[config.mk]
export PLATFORM = sky130hd
export DESIGN_NAME = bin2bcd_seq_flat
export DESIGN_NICKNAME = d
export VERILOG_FILES = /design/src/rtl/bin2bcd_seq_if.sv /design/src/rtl/bin2bcd_seq.sv /design/src/flat_wrapper.sv
export SDC_FILE = /design/constraint.sdc
export NUM_CORES = 1
export LEC_CHECK = 0
export ABC_AREA = 0
export BUFFER_PORTS_ARGS = -buffer_cell sky130_fd_sc_hd__buf_2
export CORE_ASPECT_RATIO = 1.1
export CORE_MARGIN = 4
export CORE_UTILIZATION = 30
export CTS_CLUSTER_SIZE = 16
export DETAILED_ROUTE_END_ITERATION = 12
export SLEW_MARGIN = 0
export SYNTH_ARGS = -nofsm -noshare
export SYNTH_HDL_FRONTEND = slang
export SYNTH_SLANG_ARGS = --single-unit
[constraint.sdc]
create_clock -name clk -period 2.1 [get_ports clk]
set_input_delay 0.105 -clock clk [delete_from_list [all_inputs] [get_ports clk]]
set_output_delay 0.105 -clock clk [all_outputs]
set_load 0.01 [all_outputs]
[src/rtl/bin2bcd_seq_if.sv]
// Handshake and result bundle between a requester and the bin2bcd_seq converter.
// The requester drives start/bin; the converter returns busy/done/bcd/overflow.
interface bin2bcd_seq_if #(
  parameter int BIN_W = 14
);
  logic             start;
  logic [BIN_W-1:0] bin;
  logic             busy;
  logic             done;
  logic [15:0]      bcd;
  logic             overflow;

  modport master (
    output start,
    output bin,
    input  busy,
    input  done,
    input  bcd,
    input  overflow
  );

  modport slave (
    input  start,
    input  bin,
    output busy,
    output done,
    output bcd,
    output overflow
  );
endinterface

[src/rtl/bin2bcd_seq.sv]
// Sequential binary-to-BCD converter (shift-and-add-3, one bit per cycle).
// Feeds the 4-digit display multiplexer, so bcd only changes when a
// conversion completes. Digits above thousands are dropped (value mod 10000).
// Optional build macro: BIN2BCD_SATURATE_EN -- when defined, inputs above
// 9999 load 16'h9999 instead of the wrapped value.
module bin2bcd_seq #(
  parameter int BIN_W = 14
) (
  input  logic          clk,
  input  logic          rst_n,
  bin2bcd_seq_if.slave  bus
);

  localparam int CNT_W = $clog2(BIN_W + 1);

  typedef enum logic [1:0] {
    IDLE  = 2'd0,
    SHIFT = 2'd1,
    LOAD  = 2'd2
  } state_t;

  state_t           state_q, state_d;
  logic [BIN_W-1:0] shift_q, shift_d;
  logic [15:0]      scratch_q, scratch_d;
  logic [CNT_W-1:0] count_q, count_d;
  logic             big_q, big_d;
  logic [15:0]      bcd_q, bcd_d;
  logic             ovf_q, ovf_d;
  logic             done_q, done_d;
  logic [15:0]      corr;

  // Add 3 to every scratch digit that is 5 or more, all digits in parallel.
  always_comb begin
    corr = scratch_q;
    for (int i = 0; i < 4; i++) begin
      if (scratch_q[4*i +: 4] >= 4'd5) begin
        corr[4*i +: 4] = scratch_q[4*i +: 4] + 4'd3;
      end
    end
  end

  // Next-state logic: capture in IDLE, shift BIN_W times, then publish.
  always_comb begin
    state_d   = state_q;
    shift_d   = shift_q;
    scratch_d = scratch_q;
    count_d   = count_q;
    big_d     = big_q;
    bcd_d     = bcd_q;
    ovf_d     = ovf_q;
    done_d    = 1'b0;
    case (state_q)
      IDLE: begin
        if (bus.start) begin
          shift_d   = bus.bin;
          scratch_d = 16'h0000;
          count_d   = '0;
          big_d     = (32'(bus.bin) > 32'd9999);
          state_d   = SHIFT;
        end
      end
      SHIFT: begin
        scratch_d = {corr[14:0], shift_q[BIN_W-1]};
        shift_d   = shift_q << 1;
        count_d   = count_q + 1'b1;
        if (count_q == CNT_W'(BIN_W - 1)) begin
          state_d = LOAD;
        end
      end
      LOAD: begin
`ifdef BIN2BCD_SATURATE_EN
        bcd_d = big_q ? 16'h9999 : scratch_q;
`else
        bcd_d = scratch_q;
`endif
        ovf_d   = big_q;
        done_d  = 1'b1;
        state_d = IDLE;
      end
      default: begin
        state_d = IDLE;
      end
    endcase
  end

  // State and datapath registers; reset abandons any conversion in flight.
  always_ff @(posedge clk) begin
    if (!rst_n) begin
      state_q   <= IDLE;
      shift_q   <= '0;
      scratch_q <= 16'h0000;
      count_q   <= '0;
      big_q     <= 1'b0;
      bcd_q     <= 16'h0000;
      ovf_q     <= 1'b0;
      done_q    <= 1'b0;
    end else begin
      state_q   <= state_d;
      shift_q   <= shift_d;
      scratch_q <= scratch_d;
      count_q   <= count_d;
      big_q     <= big_d;
      bcd_q     <= bcd_d;
      ovf_q     <= ovf_d;
      done_q    <= done_d;
    end
  end

  assign bus.busy     = (state_q != IDLE);
  assign bus.done     = done_q;
  assign bus.bcd      = bcd_q;
  assign bus.overflow = ovf_q;

endmodule
[src/flat_wrapper.sv]
// flat-port wrapper written by rule: the top's interface ports become plain ports
module bin2bcd_seq_flat 
#(
  parameter int BIN_W = 14
)
  (clk, rst_n, bus_start, bus_bin, bus_busy, bus_done, bus_bcd, bus_overflow);
  bin2bcd_seq_if #(.BIN_W(BIN_W)) bus_i ();
  input  logic clk;
  input  logic rst_n;
  input wire logic [$bits(bus_i.start)-1:0] bus_start;
  input wire logic [$bits(bus_i.bin)-1:0] bus_bin;
  output wire logic [$bits(bus_i.busy)-1:0] bus_busy;
  output wire logic [$bits(bus_i.done)-1:0] bus_done;
  output wire logic [$bits(bus_i.bcd)-1:0] bus_bcd;
  output wire logic [$bits(bus_i.overflow)-1:0] bus_overflow;
  assign bus_i.start = bus_start;
  assign bus_i.bin = bus_bin;
  assign bus_busy = bus_i.busy;
  assign bus_done = bus_i.done;
  assign bus_bcd = bus_i.bcd;
  assign bus_overflow = bus_i.overflow;
  bin2bcd_seq #(.BIN_W(BIN_W)) u_core (.clk(clk), .rst_n(rst_n), .bus(bus_i));
endmodule
==> summary by stage <==
Clocking
The clock-pin slew on the worst setup and hold paths is 110 ps. The number of cells upsized or downsized after cts is 0. The number of clock buffers added by TritonCTS is 5. The clock latency at the later pin of the worst-skew pair is 310 ps. Buffers inserted to repair hold after CTS numbered 0.

The deepest clock path buffer count is 2. The sink count of the clock tree is 55. TritonCTS built the clock tree. The buffer count from post-CTS setup fixing is 0. The total number of H-tree levels is 2. The clock root buffer master is clkbuf_8.

Min path
Counting instances, the worst hold path has a depth of 3. The worst hold path belongs to the class in2reg.

Finish
The synthesis-to-finish area growth is 13.3%. The repair_antennas step left the layout with diodes totalling 0. The finished layout holds 426 standard cells, fillers aside. In the final design database the tool counted around 340 nets.

The share of post-route cells with drive strength above 1 is between 10% and 20%.

Setup path
The number of cell instances on the worst register-to-register path is 6. The slowest stage of the critical path is the dfxtp_1 cell. The critical path required time is 2340 ps.

The largest stage delay on the critical path is 390 ps. Traced cell by cell, the critical path runs through inv_1 -> ha_1 -> nand2b_1 -> a21oi_1 -> mux2_2 -> o21ai_0. The family of cells with the greatest summed delay on the critical path is compound AO/OA/AOI/OAI gates. The worst setup path is captured at a register. The maximum fanout along the worst path is 4. The startpoint class of the critical path is a register.

The number of buffers and inverters on the critical path is 1. STA puts the critical path data arrival time at between 1500 and 2000 ps. The critical path depth is 6. The critical path is of the reg2reg type.

Run status
The flow ran to the end, and the final reports show no timing, DRC or antenna violations.

Synth
Synthesis produced between 200 and 300 cells. In the synthesized netlist the dominant register cell turns out to be dfxtp_1. The combined area of all synthesized cells is 2490 um^2. The number of different library cells used by synthesis comes to 36. For this run, the number of Yosys warnings is 0. Synthesis produced a netlist with a net count of 314. Dividing the synthesized area by the synthesized cell count gives 8.69 um^2.

The portion of the post-synthesis area used by sequential elements is 44.1%. The number of enable-type register cells in the synthesized netlist is 0. The fraction of registers with async set or reset after synthesis is 0%. Synthesis inferred 55 register bits.

Detailed routing
In this run the remaining antenna-violating nets after routing total 0. The number of remaining DRC errors is 0. The first-pass detailed-route iteration total is 4. The violation count after the first detailed-route iteration is 81. Dividing the detail-routed wire length by the instance count gives 11.6 um.

The overall via count from detail_route is 1950. The total length of routed wires is 4920 um. The post-detailed-route via-to-cell ratio is between 4 and 5.

GRT
The initial antenna violation count is 0. After global routing the overflow that remains totals 0. The number of global-route vias before repair is 1845.

The first global-routing pass estimated 8700 um of wire. The maximum number of pins on one net before global-route repair is 31. Global routing used between 10 and 15% of the available tracks across all layers.

Floorplanning
The floorplan row count is 34. The placeable core area is around 8000 um^2. The floorplan step set the die height to 104 um. The area of the die is 9840 um^2. The initial standard-cell utilization of the core is between 30% and 40%. 36 I/O pins were placed.

The width of the die is 95.0 um.

Placement
The final weighted congestion in routability-driven placement is 0.779. The HPWL after detailed placement is 3480 um. Port buffering added 35 buffers. Counting tap cells, the placed design contains a total of approximately 420 instances.

Power and ir drop
The cell area power density is 656 nW/um^2. IR analysis of the VDD net gives a maximum drop of 0.337 mV. For this design the static power due to leakage is between 0.001 and 0.0015 uW.

Timing
The count of pins over their slew limit is 0. After layout, the worst path uses 77.4% of the clock period. The number of hold violations in the final report is 0. The worst relative slew slack is 52.3%. The achievable frequency is approximately 0.62 GHz. Across the routed clock network, the largest skew measured is roughly 15 ps. Setup repair after global routing left no endpoint under its margin.

The worst path in the final design needs a cycle of 1630 ps, including I/O delays and setup. Setup total negative slack on the finished layout was measured at 0 ps. Setup violations remaining at the end of the flow were counted as 0. The slew at the pin closest to its max-slew limit is 716 ps.

Job
The number of max-cap violations is 0.
## kinds of logic after synthesis
family / synth area share (%)
xor+xnor: 2.11
compound gates: 20.0
simple gates: 20.6
mux: 2.21
flops: 44.1
fa+ha+maj: 5.02
buf+inv: 5.92
## worst register-to-register path, delay by kind of cell, from the launching register on
family                     cells  cell delay [ps]
DFF                            1              390
adders and majority gates      1              170
and+or+nand+nor                1              130
AOI/OAI and AO/OA              2              410
buffers and inverters          1               90
muxes                          1              370
## flip-flops by register name, summed over array words and instances, names as in the netlist
register	cells
u_core.bus.overflow	1
u_core.shift_q	14
u_core.scratch_q	16
u_core.big_q	1
u_core.bus.bcd	16
u_core.bus.done	1
u_core.state_q	2
u_core.count_q	4
## where the power goes
group          internal (uW)  switching (uW)  leakage, uW  total [uW]
sequential              1070            22.9     0.000447        1100
combinational           68.1            94.8     0.000575         163
clock                    236             359    0.0000483         595
## layout make-up
cell class / instances / area, um^2
Fill cell: 868 / 5170
Multi-Input combinational cell: 204 / 1250
Sequential cell: 55 / 1100
Timing Repair Buffer: 41 / 220
Tap cell: 108 / 135
Clock buffer: 5 / 68.8
Inverter: 10 / 37.5
Clock inverter: 3 / 18.8
## placed cells by master (no fill, tap or decap), types with 2 or more instances in the layout
cell type / n
inv_1: 10
a21boi_1: 2
buf_4: 6
xnor2_1: 4
mux2_2: 4
ha_1: 10
a21oi_1: 5
nand2b_1: 6
clkbuf_8: 5
nor2_1: 30
nor3_1: 6
and2_1: 5
dfxtp_1: 55
nand4_1: 2
o221ai_2: 7
nand3_1: 11
clkinv_2: 2
buf_2: 35
o221ai_1: 5
nand2_1: 50
a21boi_0: 22
o21ai_0: 18
nor2b_1: 3
xor2_1: 2
o31ai_1: 2
## metal layers
metal / vias up / track usage, % / wire length (um) / share of wire, %
met4: 0 / 2.47 / 14 / 0.28
met5: - / 0 / 0 / 0
met1: 875 / 14.1 / 2420 / 49
met3: 3 / 2.76 / 243 / 4.9
met2: 41 / 17.5 / 2240 / 46
li1: 1031 / - / - / -
## final timing paths
kind                            slack [ps]              endpoint           startpoint
worst max-delay path                   470  u_core.scratch_q[10]  u_core.scratch_q[9]
worst min-delay path                    60     u_core.shift_q[0]           bus_bin[0]
worst max register to register         470  u_core.scratch_q[10]  u_core.scratch_q[9]
worst min register to register         460     u_core.bus.bcd[5]    u_core.bus.bcd[5]
## through the flow
step / hold slack, ps / util [%] / instance area [um^2] / setup slack [ps] / power (uW)
floorplan: 258 / - / 2490 / 627 / 1240
global placement: 371 / 34.3 / 2740 / 546 / 1280
detailed placement: 381 / 34.3 / 2740 / 510 / 1290
CTS: 52.5 / 35.4 / 2830 / 485 / 1880
global route: 44.2 / 35.4 / 2830 / 270 / 1950
finish: 62.3 / 35.4 / 2830 / 474 / 1850
## cell usage after synthesis, types with 5 or more instances
cell type / instances / area, um^2
nor2_1: 30 / 113
a21boi_0: 22 / 165
dfxtp_1: 55 / 1100
nand2b_1: 6 / 37.5
o221ai_1: 5 / 43.8
a21oi_1: 5 / 25.0
o221ai_2: 7 / 105
buf_2: 7 / 35.0
inv_1: 10 / 37.5
clkbuf_1: 6 / 22.5
nor3_1: 6 / 30.0
nand2_1: 50 / 188
and2_1: 5 / 31.3
ha_1: 10 / 125
nand3_1: 11 / 55.1
o21ai_0: 18 / 90.1
Note: power is estimated with default switching activity, not from simulation.
